**config.mk**
```make
export PLATFORM = sky130hd
export DESIGN_NAME = trdb_resync_timer
export DESIGN_NICKNAME = d
export VERILOG_FILES = /design/src/rtl/trdb_resync_timer.sv
export SDC_FILE = /design/constraint.sdc
export NUM_CORES = 1
export LEC_CHECK = 0
export CORE_ASPECT_RATIO = 1.4
export CORE_UTILIZATION = 56
export CTS_CLUSTER_DIAMETER = 150
export DETAILED_ROUTE_END_ITERATION = 10
export PLACE_DENSITY = 0.86
export SETUP_SLACK_MARGIN = 0.2
export SYNTH_ARGS = -nofsm -noshare
export SYNTH_HDL_FRONTEND = slang
export SYNTH_SLANG_ARGS = --single-unit
```
**constraint.sdc**
```tcl
create_clock -name clk_i -period 5 [get_ports clk_i]
set_input_delay 1.5 -clock clk_i [delete_from_list [all_inputs] [get_ports clk_i]]
set_output_delay 1.5 -clock clk_i [all_outputs]
set_load 0.03 [all_outputs]
```
**src/rtl/trdb_resync_timer.sv**
```systemverilog
`default_nettype none
// ============================================================================
// Module   : trdb_resync_timer
// Brief    : Resync timer that counts cycles or emitted non-sync packets and
//            requests a forced F_SYNC packet once a runtime threshold is hit.
// Revision : 1.0 - initial release
// ============================================================================
module trdb_resync_timer #(
    parameter int unsigned CNT_W       = 16,
    parameter logic [1:0]  MODE_CYCLE  = 2'd0,
    parameter logic [1:0]  MODE_PACKET = 2'd1,
    parameter logic [1:0]  MODE_OFF    = 2'd2
) (
    input  logic             clk_i,
    input  logic             rst_ni,
    input  logic             enable_i,
    input  logic [1:0]       mode_i,
    input  logic [CNT_W-1:0] max_i,
    input  logic             pkt_valid_i,
    input  logic             pkt_is_sync_i,
    output logic             resync_req_o,
    input  logic             resync_ack_i,
    output logic [CNT_W-1:0] count_o
);

    localparam logic [1:0] c_ST_IDLE    = 2'd0;
    localparam logic [1:0] c_ST_COUNT   = 2'd1;
    localparam logic [1:0] c_ST_PENDING = 2'd2;

    logic [1:0]       r_state;
    logic [1:0]       w_state_nxt;
    logic [CNT_W-1:0] r_count;
    logic [CNT_W-1:0] w_count_nxt;
    logic [1:0]       r_mode;

    logic             w_active;
    logic             w_mode_chg;
    logic             w_sync;
    logic             w_inc;
    logic [CNT_W:0]   w_count_inc;
    logic             w_reached;
    logic             w_over;

    assign w_active    = enable_i
                       && ((mode_i == MODE_CYCLE) || (mode_i == MODE_PACKET))
                       && (max_i != '0);
    assign w_mode_chg  = (mode_i != r_mode);
    assign w_sync      = pkt_valid_i && pkt_is_sync_i;
    assign w_inc       = (mode_i == MODE_CYCLE) || (pkt_valid_i && !pkt_is_sync_i);
    // One extra bit so the increment can never wrap even at the all-ones threshold.
    assign w_count_inc = {1'b0, r_count} + {{CNT_W{1'b0}}, 1'b1};
    assign w_reached   = (w_count_inc >= {1'b0, max_i});
    assign w_over      = (r_count >= max_i);

    // State register
    always_ff @(posedge clk_i) begin
        if (!rst_ni) begin
            r_state <= c_ST_IDLE;
            r_count <= '0;
            r_mode  <= MODE_OFF;
        end else begin
            r_state <= w_state_nxt;
            r_count <= w_count_nxt;
            r_mode  <= mode_i;
        end
    end

    // Next-state and counter update
    always_comb begin
        w_state_nxt = r_state;
        w_count_nxt = r_count;
        case (r_state)
            c_ST_IDLE: begin
                w_count_nxt = '0;
                if (w_active) begin
                    w_state_nxt = c_ST_COUNT;
                end
            end
            c_ST_COUNT: begin
                if (!w_active) begin
                    w_state_nxt = c_ST_IDLE;
                    w_count_nxt = '0;
                end else if (w_mode_chg || w_sync) begin
                    w_count_nxt = '0;
                end else if (w_over) begin
                    // Threshold lowered below the running count: request without counting on.
                    w_state_nxt = c_ST_PENDING;
                end else if (w_inc) begin
                    w_count_nxt = w_count_inc[CNT_W-1:0];
                    if (w_reached) begin
                        w_state_nxt = c_ST_PENDING;
                    end
                end
            end
            c_ST_PENDING: begin
                if (!w_active) begin
                    w_state_nxt = c_ST_IDLE;
                    w_count_nxt = '0;
                end else if (w_mode_chg || resync_ack_i || w_sync) begin
                    w_state_nxt = c_ST_COUNT;
                    w_count_nxt = '0;
                end
            end
            default: begin
                w_state_nxt = c_ST_IDLE;
                w_count_nxt = '0;
            end
        endcase
    end

    // Outputs decode registers only
    always_comb begin
        resync_req_o = (r_state == c_ST_PENDING);
        count_o      = r_count;
    end

endmodule
`default_nettype wire

```
== Yosys cells after proc, flatten, opt, wreduce, memory -nomap -nowiden ==
Cells that the tools add are included.

* Bits in registers: 20
* Bits of input ports: 24
* Output and inout port bits: 17

* $add $sub $neg: 1
* $lt $le $gt $ge: 2
* Equal/unequal tests: 11
* Mux-type cells: 16
* Reductions and logical operators: 15

{| class="wikitable"
|+ Operator list
! operator !! count
|-
| two-way mux 16 bit || 6
|-
| case mux 16 bit (2 select lines) || 1
|-
| adder 16 x 1 -> 17 bit, second input constant || 1
|-
| greater-or-equal comparator 17 x 16 -> 1 bit || 1
|-
| greater-or-equal comparator 16 bit || 1
|-
| two-way mux 2 bit || 8
|-
| != test 4 bit, second input constant || 4
|-
| nonzero test 16 bit || 1
|-
| case mux 2 bit (3 select lines) || 1
|-
| logical OR 1 bit || 5
|-
| AND reduction 5 bit || 1
|-
| equality test 2 x 1 -> 1 bit, second input constant || 2
|-
| logical AND 1 bit || 4
|-
| zero test 2 bit || 2
|-
| != test 3 x 2 -> 1 bit, second input constant || 1
|-
| != test 3 bit, second input constant || 1
|-
| AND reduction 3 bit || 1
|-
| equality test 2 bit, second input constant || 1
|-
| != test 2 bit || 1
|-
| != test 2 bit, second input constant || 1
|-
| zero test 1 bit || 1
|}

== Logic depth before layout (Yosys ltp) ==
Gate-level depths: netlist of run 1.

* Depth after elaboration: 8
* Depth in mapped cells: 12

== Worst setup path after synthesis of run 1 ==
OpenSTA, ideal clock, no wires.

* Kind: input to register
* Start: input port max_i[14]
* End: register r_count[4], in the netlist count_o[4]
* Data arrival time: 3.341 ns
* Path slack: 1.542 ns
* Cell stages on the path: 9
* Cells stage by stage: inv_1 ha_1 a21oi_1 a21boi_0 or4_4 a211oi_4 buf_6 a31oi_1 a22o_1

* Cells in the longest elaborated chain, start to end: 4
* Elaborated cells on any way between the ends: 10

{| class="wikitable"
|+ RTL lines
! item !! RTL line !! text
|-
| from (decl) || 18 || <nowiki>input logic [CNT_W-1:0] max_i,</nowiki>
|-
| parallel branches: the longest is 4 deep, another holds greater-or-equal comparator 16 bit || -- ||
|-
| to (signal assigned) || 63 || <nowiki>r_count <= w_count_nxt;</nowiki>
|-
| to (decl) || 32 || <nowiki>logic [CNT_W-1:0] r_count;</nowiki>
|}

Parallel ways; which one is timed is not known.
A chain may end at the register's enable or synchronous reset.

== Final worst setup path of run 1 ==
* Start: input port max_i[14]
* End: register r_count[0], in the netlist count_o[0]

Same word-level chain as after synthesis.

==> results list, run 1 <==
- Status: complete, no violations
- Data on the critical path is required at its endpoint by roughly 5.2 ns.
- Pwr per Cell Area: 132 nW/um^2
- Synthesis-to-finish area growth: 24.2%
- In this design, the largest share of critical-path delay is due to simple AND/OR/NAND/NOR gates.
- The worst-case IR drop observed on VDD is roughly 0.12 mV.
* Post-layout min period: 3.93 ns
- In the synthesized netlist, the cells that appear most often are ha_1, inv_1, nand2_1.
- In this run the standard cell core region covers 3380 sq um.
- After clock tree synthesis, the clock-pin slew on the worst setup and hold paths is 0.07 ns.
* Synthesis-stage register bit count: 20
* RSZ-0062 raised after global routing: no
- Counting every sink on the clock net gives 20.
* Fraction of post-synthesis cell area in the top cell type by area: about a fifth
- Count of distinct cell types in the synthesized netlist: 51
- Total Die Area: 3760 sq um
* Slew HR: approximately 56%
- Via count of the first global-routing pass: 1837
- Mapped Avg Cell Area: 8.31 sq um
- Of the available clock period, the critical path in the final layout requires 78.6%.
- Synthesis produced roughly 240 cells.
- Count of buffers inserted at the top-level ports: 40
- The worst setup path is of the in2reg kind.
* Slowest stage cell, crit path: or4_4
- Nature of the critical path endpoint: flip-flop
- Worst reg2reg path depth: 12
* Proportion of layout cells with a drive suffix above 1: under 10%
- DR WL/cell: between 15 and 20 microns
- Leakage: around 1.1 nW
* Die width: 52.1 microns
- Nature of the critical path startpoint: input port
- Minimum setup slack after placement: between 0.8 and 0.9 ns
- Overall routing resource usage: about 30%
- I/O pin count: around 40
- The detailed router finished its first iteration with 85 violations.
- Detailed placement finished with a half-perimeter wire length of 4270 microns.
- After synthesis the cells add up to 1970 sq um.
- Slew of the pin with the lowest slew margin: 0.650 ns
- Derived from the worst setup path, the maximum achievable clock frequency is ~250 MHz.
- CTS built an H-tree with a depth of 1.
- The count of final hold-check violations was 0.
- The longest clock path from root to sink contains 2 buffers.
- Counting buffers and inverters, the worst setup path is 9 cells deep.
* Final WS setup: approximately 1.1 ns
- First-pass DRT Iterations: 4
* Worst clock skew: ~0.0015 ns
* Syn Nets: ~290
- The min-delay analysis places its worst path in the category reg2reg.
- TritonCTS clock tree: built
- Floorplan die height: ~72 microns
- Last weighted congestion value of the routability-driven placer: 0.859
- Max-cap violations in this run came to 0.
* Yosys warning count: 0
* Number of antenna violations at the first check in global routing: 0
- Traced cell by cell, the critical path runs through clkdlybuf4s50_1, inv_1, ha_1, a21oi_1, a21boi_0, or4_4, a211oi_4, and2_1, mux2_2.
- Diodes inserted: 0
- Clock buffer count from CTS: 3
* Sum of overflow across all layers after global routing: 0
- Counting flops with a built-in enable in the synthesized netlist gives 0.
* Initial Utilization: between 50% and 60%
- Once the clock tree was built, the resizer swapped 0 gates to a different size.
- For this block, the via count after detailed routing is around 2000.
- In the synthesized netlist the dominant register cell turns out to be dfxtp_1.
* Largest area contributor in the synthesized netlist: ha_1
- Antenna viol nets, final: 0
- The routed design has about 5200 microns of wire.
* Most frequently used cell type in the post-synthesis netlist: ha_1
- Most area-consuming cells after synthesis: ha_1, dfxtp_1, xnor2_1
- Buffers & Inverters on Critical Path: 2
* Clock root cell: clkbuf_8
* CP max stage delay: around 0.54 ns
* DRC violation count after routing: 0
- Arrival time of data at the critical path endpoint: 4.13 ns
- Number of stages on the worst hold path: 1
- Along the worst path, the maximum fanout reaches 9.
* Share of synthesized area occupied by flip-flops and latches: ~20%
* Number of hold buffers added after cts: 0
* Rows: 25
- The first global-routing pass estimated 8460 microns of wire.
- After synthesis, the share of flip-flops with an asynchronous set or reset is 0%.
- # setup viols final: 0
* Mean number of vias per cell: just over 6
- Largest net degree at the start of global routing: 11
- The max-slew violation total from the final report is 0.
* Total setup buffers inserted after CTS: 0
- Setup TNS: 0 ns
* Latest clock arrival within the worst-skew pair: 0.25 ns
- At the end of the flow, the number of nets in the layout was about 340.
logic make-up (layout without fill, tap and decap cells):
group	count (synthesis)	count (layout)	share of synthesized area (%)
adders and majority gates	33	33	21.0
AOI/OAI and AO/OA	54	54	22.5
DFF	20	20	20.3
muxes	1	1	0.571
and+or+nand+nor	84	84	22.5
buffers and inverters	29	70	6.09
xor gates and xnor gates	16	16	7.11
worst paths after layout:
check | start | to | slack [ns]
worst min-delay path | r_state[1]$_SDFFE_PN0P_ | r_state[1]$_SDFFE_PN0P_ | 0.53
worst min register to register | r_state[1]$_SDFFE_PN0P_ | r_state[1]$_SDFFE_PN0P_ | 0.53
worst max register to register | count_o[0]$_SDFFE_PN0P_ | r_state[0]$_SDFFE_PN0P_ | 1.29
worst max-delay path | max_i[14] | count_o[0]$_SDFFE_PN0P_ | 1.07
layout make-up:
type	instances	area, sq um
Fill cell	263	931
Sequential cell	20	400
Multi-Input combinational cell	188	1450
Clock buffer	3	41.3
Tap cell	40	50.0
Timing Repair Buffer	41	408
Inverter	26	97.6
flip-flops by register name (all words and copies together), names as in the netlist:
signal	cells
r_mode	2
count_o	16
r_state	2
metrics by stage:
step	total power [mW]	instances	hold slack, ns	utilization [%]	area [sq um]
final	0.324	318	0.531	72.4	2450
after global placement	0.219	315	0.505	71.2	2410
after CTS	0.325	318	0.532	72.4	2450
after global routing	0.338	318	0.562	72.4	2450
after detailed placement	0.221	315	0.515	71.2	2410
after floorplan	0.193	237	0.486	-	1970
placed cells by master, fill, tap and decap left out, drive strengths merged, types with 9 or more instances in the layout:
master	n
inv	26
nand4	9
a21oi	11
nor2	12
nand2	24
dfxtp	20
ha	33
xnor2	13
nand3	9
clkdlybuf4s50	40
layer usage:
metal,vias to the layer above,wire (microns),track usage [%]
met2,71,2710,54.4
met3,15,237,2.94
li1,968,-,-
met1,904,2140,35.3
met4,0,128,11.1
met5,-,0,0
worst reg2reg max path, cell delays in order, from the launching register on:
cell	delay, ns
dfxtp_1	0.45
ha_1	0.31
nand3_1	0.20
nor4_1	0.60
nand4_1	0.19
xnor2_1	0.19
ha_1	0.32
nand3_1	0.15
nor4_1	0.55
nand2_1	0.15
o2111a_1	0.18
o21ai_1	0.21
a21oi_1	0.10
where the power goes:
part           internal (mW)  leakage [nW]  switching, mW
Combinational         0.0295         0.872         0.0279
Clock                 0.0536        0.0216         0.0518
Sequential             0.160         0.162       0.000607
Total                  0.244          1.06         0.0803
No activity file was read; power rests on OpenSTA's default activity.
==> inputs of run 2 (changes only) <==
CORE_UTILIZATION = 52   (was 56)
PLACE_DENSITY = 0.81   (was 0.86)
clock period = 3.8 ns   (was 5 ns; I/O delays follow)
==> run 2 against run 1 <==
Total power rose by 54%. Register-to-register slack got worse by 0.84 ns. Sequential power is 32% higher. Critical path depth is 1 higher. Utilization decreased by 2.7 points. Clock skew increased by 0.0054 ns. Clock power up 100%. Sequential share of layout area down 0.60 points. Sequential cell count unchanged. Largest cell class unchanged. Highest routed layer unchanged.
==> results list, run 2 (same netlist as run 1, synthesis figures left out) <==
* Leakage: between 1 and 1.5 nW
* Placeable core region: 3640 sq um
* # setup viols final: 0
* Slowest stage cell, crit path: or4_4
- In this run the top signal layer used is met4.
- For this design the top-level I/O count stands at between 40 and 50.
* Reg-to-Reg Start: count_o[1]$_SDFFE_PN0P_
* CP max stage delay: between 0.5 and 0.6 ns
- STA puts the critical path data arrival time at between 3 and 4 ns.
- For this run the aggregate overflow at the end of global routing stands at 0.
* Clock buffer count from CTS: 3
- Counting instances, the worst hold path has a depth of 1.
* Buffers & Inverters on Critical Path: 3
- Broken down by cell family, the worst path's largest delay share belongs to compound AO/OA/AOI/OAI gates.
- DRC violation count after routing: 0
* Initial Utilization: between 50% and 60%
* Slew HR: 58.7%
- Max-cap violations in this run came to 0.
- The worst path in the final design needs a cycle of approximately 3.5 ns, including I/O delays and setup.
- Placed Instance Area: between 2000 and 2500 sq um
* Die width: around 54 microns
* First-pass DRT Iterations: 4
- DRT iter0 DRCs: 36
- Post-Route M1 WL: between 2000 and 2500 microns
* Ordered cell list for the critical path: clkdlybuf4s50_1, inv_1, ha_1, a21oi_1, a21boi_0, or4_4, a211oi_4, buf_6, a311oi_1, a31o_1
- In this run the tool buffered the top-level ports with 40 buffer cells.
- TritonCTS built the clock tree.
- Slew of the pin with the lowest slew margin: around 0.62 ns
* DP HPWL: about 4200 microns
- Post-Layout Inst Area: approximately 2500 sq um
* Largest net degree at the start of global routing: 14
- In this run the remaining antenna-violating nets after routing total 0.
* Diodes inserted: 0
* Number of antenna violations at the first check in global routing: 0
* Leading cell type in the layout, fill and taps excluded: clkdlybuf4s50_1
- At the end of the flow, the number of nets in the layout was ~340.
* Latest clock arrival within the worst-skew pair: about 0.26 ns
* DR WL/cell: between 15 and 20 microns
- Setup CP Type: in2reg
* Total setup buffers inserted after CTS: 0
- Total Die Area: 4040 sq um
* Mean number of vias per cell: between 5 and 6
- After detailed routing, the total wire length is 5230 microns.
* Nature of the critical path startpoint: input port
* Rows: 26
* Via count of the first global-routing pass: 1855
- Final hold vios: 0
* Setup slack of the most critical reg-to-reg path: 0.45 ns
- Routed vias: around 1900
* Type of the most critical hold path: reg2reg
- For the worst setup path, the data required time is approximately 4 ns.
- CTS built an H-tree with a depth of 1.
* Worst reg2reg path depth: 14
* Overall routing resource usage: approximately 28%
- Setup total negative slack on the finished layout was measured at 0 ns.
- The die is roughly 75 microns tall.
- Dividing total power by cell area gives a power density of around 200 nW/um^2.
- Highest clock frequency the design can meet: between 200 and 300 MHz
* Proportion of layout cells with a drive suffix above 1: ~8.4%
- Worst clock skew: approximately 0.0069 ns
* Number of clock sinks: 20
* WL met3: between 200 and 300 microns
- In this run the clock root is driven by a clkbuf_8.
* Leading cell types in the layout, fill and taps excluded: clkdlybuf4s50_1, ha_1, inv_1, nand2_1, dfxtp_1
- Nature of the critical path endpoint: flip-flop
- Maximum count of clock buffers along a single path: 2
- Setup repair after global routing could not meet its margin everywhere.
* Status: complete, no violations
- Global-route wire length before repair: around 8200 microns
* Critical-path maximum fanout: 13
- Of the available clock period, the critical path in the final layout requires between 90% and 100%.
- For this design, the CTS-stage hold fixing added 0 buffers.
* Critical hold path startpoint: r_state[1]$_SDFFE_PN0P_
- The max-slew violation total from the final report is 0.
- Routed wire length on met2: ~2700 microns
* Last weighted congestion value of the routability-driven placer: 0.887
- Across the VDD grid, the largest voltage drop is between 0.2 and 0.25 mV.
* Endpoint, Worst Hold: r_state[1]$_SDFFE_PN0P_
* Synthesis-to-finish area growth: 28.9%
- Number of flip-flops in the largest register: 16
- Crit Reg-Reg Endpoint: r_state[1]$_SDFFE_PN0P_
- Clock-pin slew was measured on the worst setup and hold paths at approximately 0.080 ns.
run 2: cell count changes in the layout (fill, tap and decap cells not counted), sizes merged:
cell and delta:
buf +7, bufinv +1
run 2: metrics by stage:
step	total power, mW	hold WS, ns	std cells	setup slack [ns]	util [%]
after floorplan	0.254	0.486	237	0.702	-
after global placement	0.289	0.504	324	0.134	67.5
after detailed placement	0.290	0.558	324	0.0709	67.5
after CTS	0.501	0.577	328	0.303	69.5
after global routing	0.517	0.598	328	0.191	69.7
final	0.500	0.580	328	0.302	69.7
run 2: worst max path at each step:
stage | cells after the start | slack [ns] | start | endpoint
after floorplan | 9 | 0.70 | max_i[14] | count_o[4]$_SDFFE_PN0P_
after global placement | 10 | 0.13 | max_i[14] | count_o[2]$_SDFFE_PN0P_
after detailed placement | 10 | 0.07 | max_i[14] | count_o[2]$_SDFFE_PN0P_
after CTS | 10 | 0.30 | max_i[14] | count_o[2]$_SDFFE_PN0P_
after global routing | 10 | 0.19 | max_i[14] | count_o[2]$_SDFFE_PN0P_
final | 10 | 0.30 | max_i[14] | count_o[2]$_SDFFE_PN0P_
run 2: final cells by class:
type | instances | area (sq um)
multi-input cells | 188 | 1450
fillers | 314 | 1100
repair buffers | 48 | 464
flip-flops and latches | 20 | 400
inverters | 26 | 97.6
well taps | 42 | 52.6
clock buffers | 3 | 41.3
clock inverters | 1 | 30.0
run 2: metal layers:
layer  up-vias  global-route usage (%)
li1        976                       -
met1       855                    32.2
met2        58                    52.7
met3        13                    2.83
met4         0                    10.8
met5         -                       0
run 2: report_power, final:
| part | total, mW | switching [mW] | internal, mW |
|---|---|---|---|
| registers | 0.212 | 0.000734 | 0.211 |
| clock network | 0.213 | 0.0729 | 0.141 |
| logic | 0.0749 | 0.0359 | 0.0390 |
| total | 0.500 | 0.109 | 0.391 |
run 2: what timing repair did:
action / 4_1_cts / 5_1_grt
endpoints found under the setup margin: 0 / 5
gates resized for setup: 0 / 3
hold endpoints to repair: 0 / 0
==> inputs of run 3 (changes only) <==
CORE_UTILIZATION = 53   (was 52)
CTS_BUF_LIST = sky130_fd_sc_hd__clkbuf_8   (was unset)
HOLD_SLACK_MARGIN = 0.06   (was unset)
PLACE_DENSITY = 0.82   (was 0.81)
==> run 3 against run 2 <==
Cell count decreased by 1.2%. Utilization rose by 2.3 points. Critical path depth did not move. Worst setup slack improved by 0.072 ns. Total power fell by 9.9%. Routed wire length fell by 0.92%. Non-clock buffer count down 2. Via count up 2.3%. Register-to-register slack better by 0.03 ns. Design area decreased by 1.6%.
==> results list, run 3 (same netlist as run 1, synthesis figures left out) <==
- Status: complete, no violations
* Global-route layer with the greatest usage: met2
* Worst reg2reg path depth: 14
- I/O pin count: 41
- In this run the tool buffered the top-level ports with 40 buffer cells.
* Pwr per Cell Area: roughly 180 nW/um^2
- Slew of the pin with the lowest slew margin: approximately 0.54 ns
- At the end of the flow, the number of nets in the layout was between 300 and 400.
* Initial Utilization: 56.8%
* Met2 global-route usage: approximately half
- DRT iter0 DRCs: 54
- Tracing the worst setup path back leads to its startpoint at max_i[14].
* Number of stages on the worst hold path: 1
- Overall routing resource usage: about 28%
- Maximum count of clock buffers along a single path: 2
* Type of the most critical hold path: reg2reg
- DP HPWL: about 4300 microns
- Clock root cell: clkbuf_8
- The die is about 54 microns wide.
* Total Die Area: around 4000 sq um
* Net Switching: ~0.11 mW
- Wires add up to 5180 microns.
- The clock reaches the later pin of the worst-skew pair after between 0.2 and 0.3 ns.
* Leakage: between 1 and 1.5 nW
- TritonCTS clock tree: built
* Worst clock skew: 0.00237 ns
- Relative contribution of sequential cells to total power: 47.0%
- Worst VDD drop: about 0.14 mV
- Setup slack of the most critical reg-to-reg path: about 0.48 ns
- By startpoint and endpoint, the worst setup path is classified as in2reg.
- Arrival time of data at the critical path endpoint: between 3 and 4 ns
- RSZ-0062 raised after global routing: no
- Part of the total power dissipated in the clock network: 36.3%
- Tcrit/Tclk final: around nine tenths
- Cells fill a little over 70% of the core in the end.
- Design internal power: roughly 0.34 mW
- STA classifies the critical path startpoint as an input port.
- Sum of overflow across all layers after global routing: 0
- After detailed routing, the number of vias per cell comes to roughly 6.0.
- H-tree levels: 1
* Crit Reg-Reg Endpoint: r_state[0]$_SDFFE_PN0P_
- Diodes inserted: 0
* Floorplan die height: between 70 and 80 microns
- Leading cell types in the layout, fill and taps excluded: clkdlybuf4s50_1, ha_1, inv_1, nand2_1, dfxtp_1
- Nature of the critical path endpoint: flip-flop
- Routability-driven placement finished with a final weighted congestion of ~0.90.
* Final hold vios: 0
* Combinational power share: ~17%
* Leading cell type in the layout, fill and taps excluded: clkdlybuf4s50_1
- Largest net degree at the start of global routing: 12
- The register with the most flip-flops in the layout has 16 of them.
- The core region is ~3500 sq um.
- Row generation in the floorplan step produced 25 rows.
- DRC violation count after routing: 0
- End point of the critical path: count_o[4]$_SDFFE_PN0P_
* Global-route wire length before repair: 8160 microns
- The smallest clock period supported by the final layout is computed as around 3.4 ns.
* Antenna viol nets, final: 0
* Setup TNS: 0 ns
* Slew HR: roughly 64%
- Routed vias: 1945
- Critical-path maximum fanout: 6
* Met3 demand-to-capacity share in global routing: under 10%
- For this run, global-route usage on met1 was measured as 32.9%.
- Setup violations remaining at the end of the flow were counted as 0.
- From synthesis to final layout, the design area changed by 26.9%.
- Number of antenna violations at the first check in global routing: 0
* DR WL/cell: between 15 and 20 microns
- The max-slew violation total from the final report came to 0.
- Max-Cap Viols: 0
* Number of clock sinks: 20
- Static timing analysis puts the maximum clock frequency at 292 MHz.
* Net Sw Frac: 24.0%
- The number of global-route vias before repair is roughly 1800.
- Counting the buffers created by CTS gives 3.
* First-pass DRT Iterations: 4
- Required time at the worst-slack endpoint: a little under 4 ns
- The number of setup buffers added after CTS is 0.
* Reg-to-Reg Start: count_o[0]$_SDFFE_PN0P_
- Clock slew at the register clock pins of the worst setup and hold paths: 0.07 ns
- Of the cells placed in the final design, the portion with a size suffix greater than 1 is 7.39%.
[run 3: worst max-delay path, stage by stage]
cell and delay (ns):
clkdlybuf4s50_1 0.48, inv_1 0.06, ha_1 0.32, a21oi_1 0.15, a21boi_0 0.10, or4_4 0.55, a211oi_4 0.29, buf_4 0.19
a31oi_1 0.09, a22o_1 0.20
[run 3: power by group through the flow]
stage	Sequential (mW)	Clock, mW	Combinational (mW)
2_1_floorplan	0.217	0	0.0374
3_3_place_gp	0.217	0	0.0737
3_5_place_dp	0.217	0	0.0749
4_1_cts	0.212	0.166	0.0755
5_1_grt	0.212	0.178	0.0839
6_report	0.212	0.164	0.0756
[run 3: timing repair]
item | 4_1_cts | 5_1_grt
resized for setup | 0 | 1
endpoints found under the setup margin | 0 | 1
hold buffers | 0 | 0
[run 3: how the worst min path moves through the flow]
stage	endpoint	startpoint	slack, ns
after global placement	r_state[1]$_SDFFE_PN0P_	r_state[1]$_SDFFE_PN0P_	0.50
after CTS	r_state[1]$_SDFFE_PN0P_	r_state[1]$_SDFFE_PN0P_	0.53
final	r_state[1]$_SDFFE_PN0P_	r_state[1]$_SDFFE_PN0P_	0.53
after global routing	r_state[1]$_SDFFE_PN0P_	r_state[1]$_SDFFE_PN0P_	0.57
after detailed placement	r_state[1]$_SDFFE_PN0P_	r_state[1]$_SDFFE_PN0P_	0.52
after floorplan	r_state[1]$_SDFFE_PN0P_	r_state[1]$_SDFFE_PN0P_	0.49
[run 3: stage by stage]
step                      hold WS [ns]  instances  area, sq um  total power [mW]  worst slack (ns)
after floorplan                  0.486        237         1970             0.254             0.702
after global routing             0.566        324         2500             0.473             0.259
after global placement           0.505        320         2440             0.290             0.129
after detailed placement         0.516        320         2440             0.292            0.0784
final                            0.530        324         2500             0.451             0.374
after CTS                        0.532        324         2500             0.453             0.339
[run 3: final cells by class]
cell class / count / area [sq um]
Clock buffer: 4 / 55.1
Fill cell: 282 / 972
Inverter: 26 / 97.6
Multi-Input combinational cell: 188 / 1450
Sequential cell: 20 / 400
Tap cell: 40 / 50.0
Timing Repair Buffer: 46 / 445
[run 3: routing by layer]
layer  wire length, microns  up-vias  share of wire [%]
met4                    163        0                3.1
met2                   2690       62                 52
li1                       -      966                  -
met5                      0        -                  0
met3                    202       15                3.9
met1                   2120      902                 41
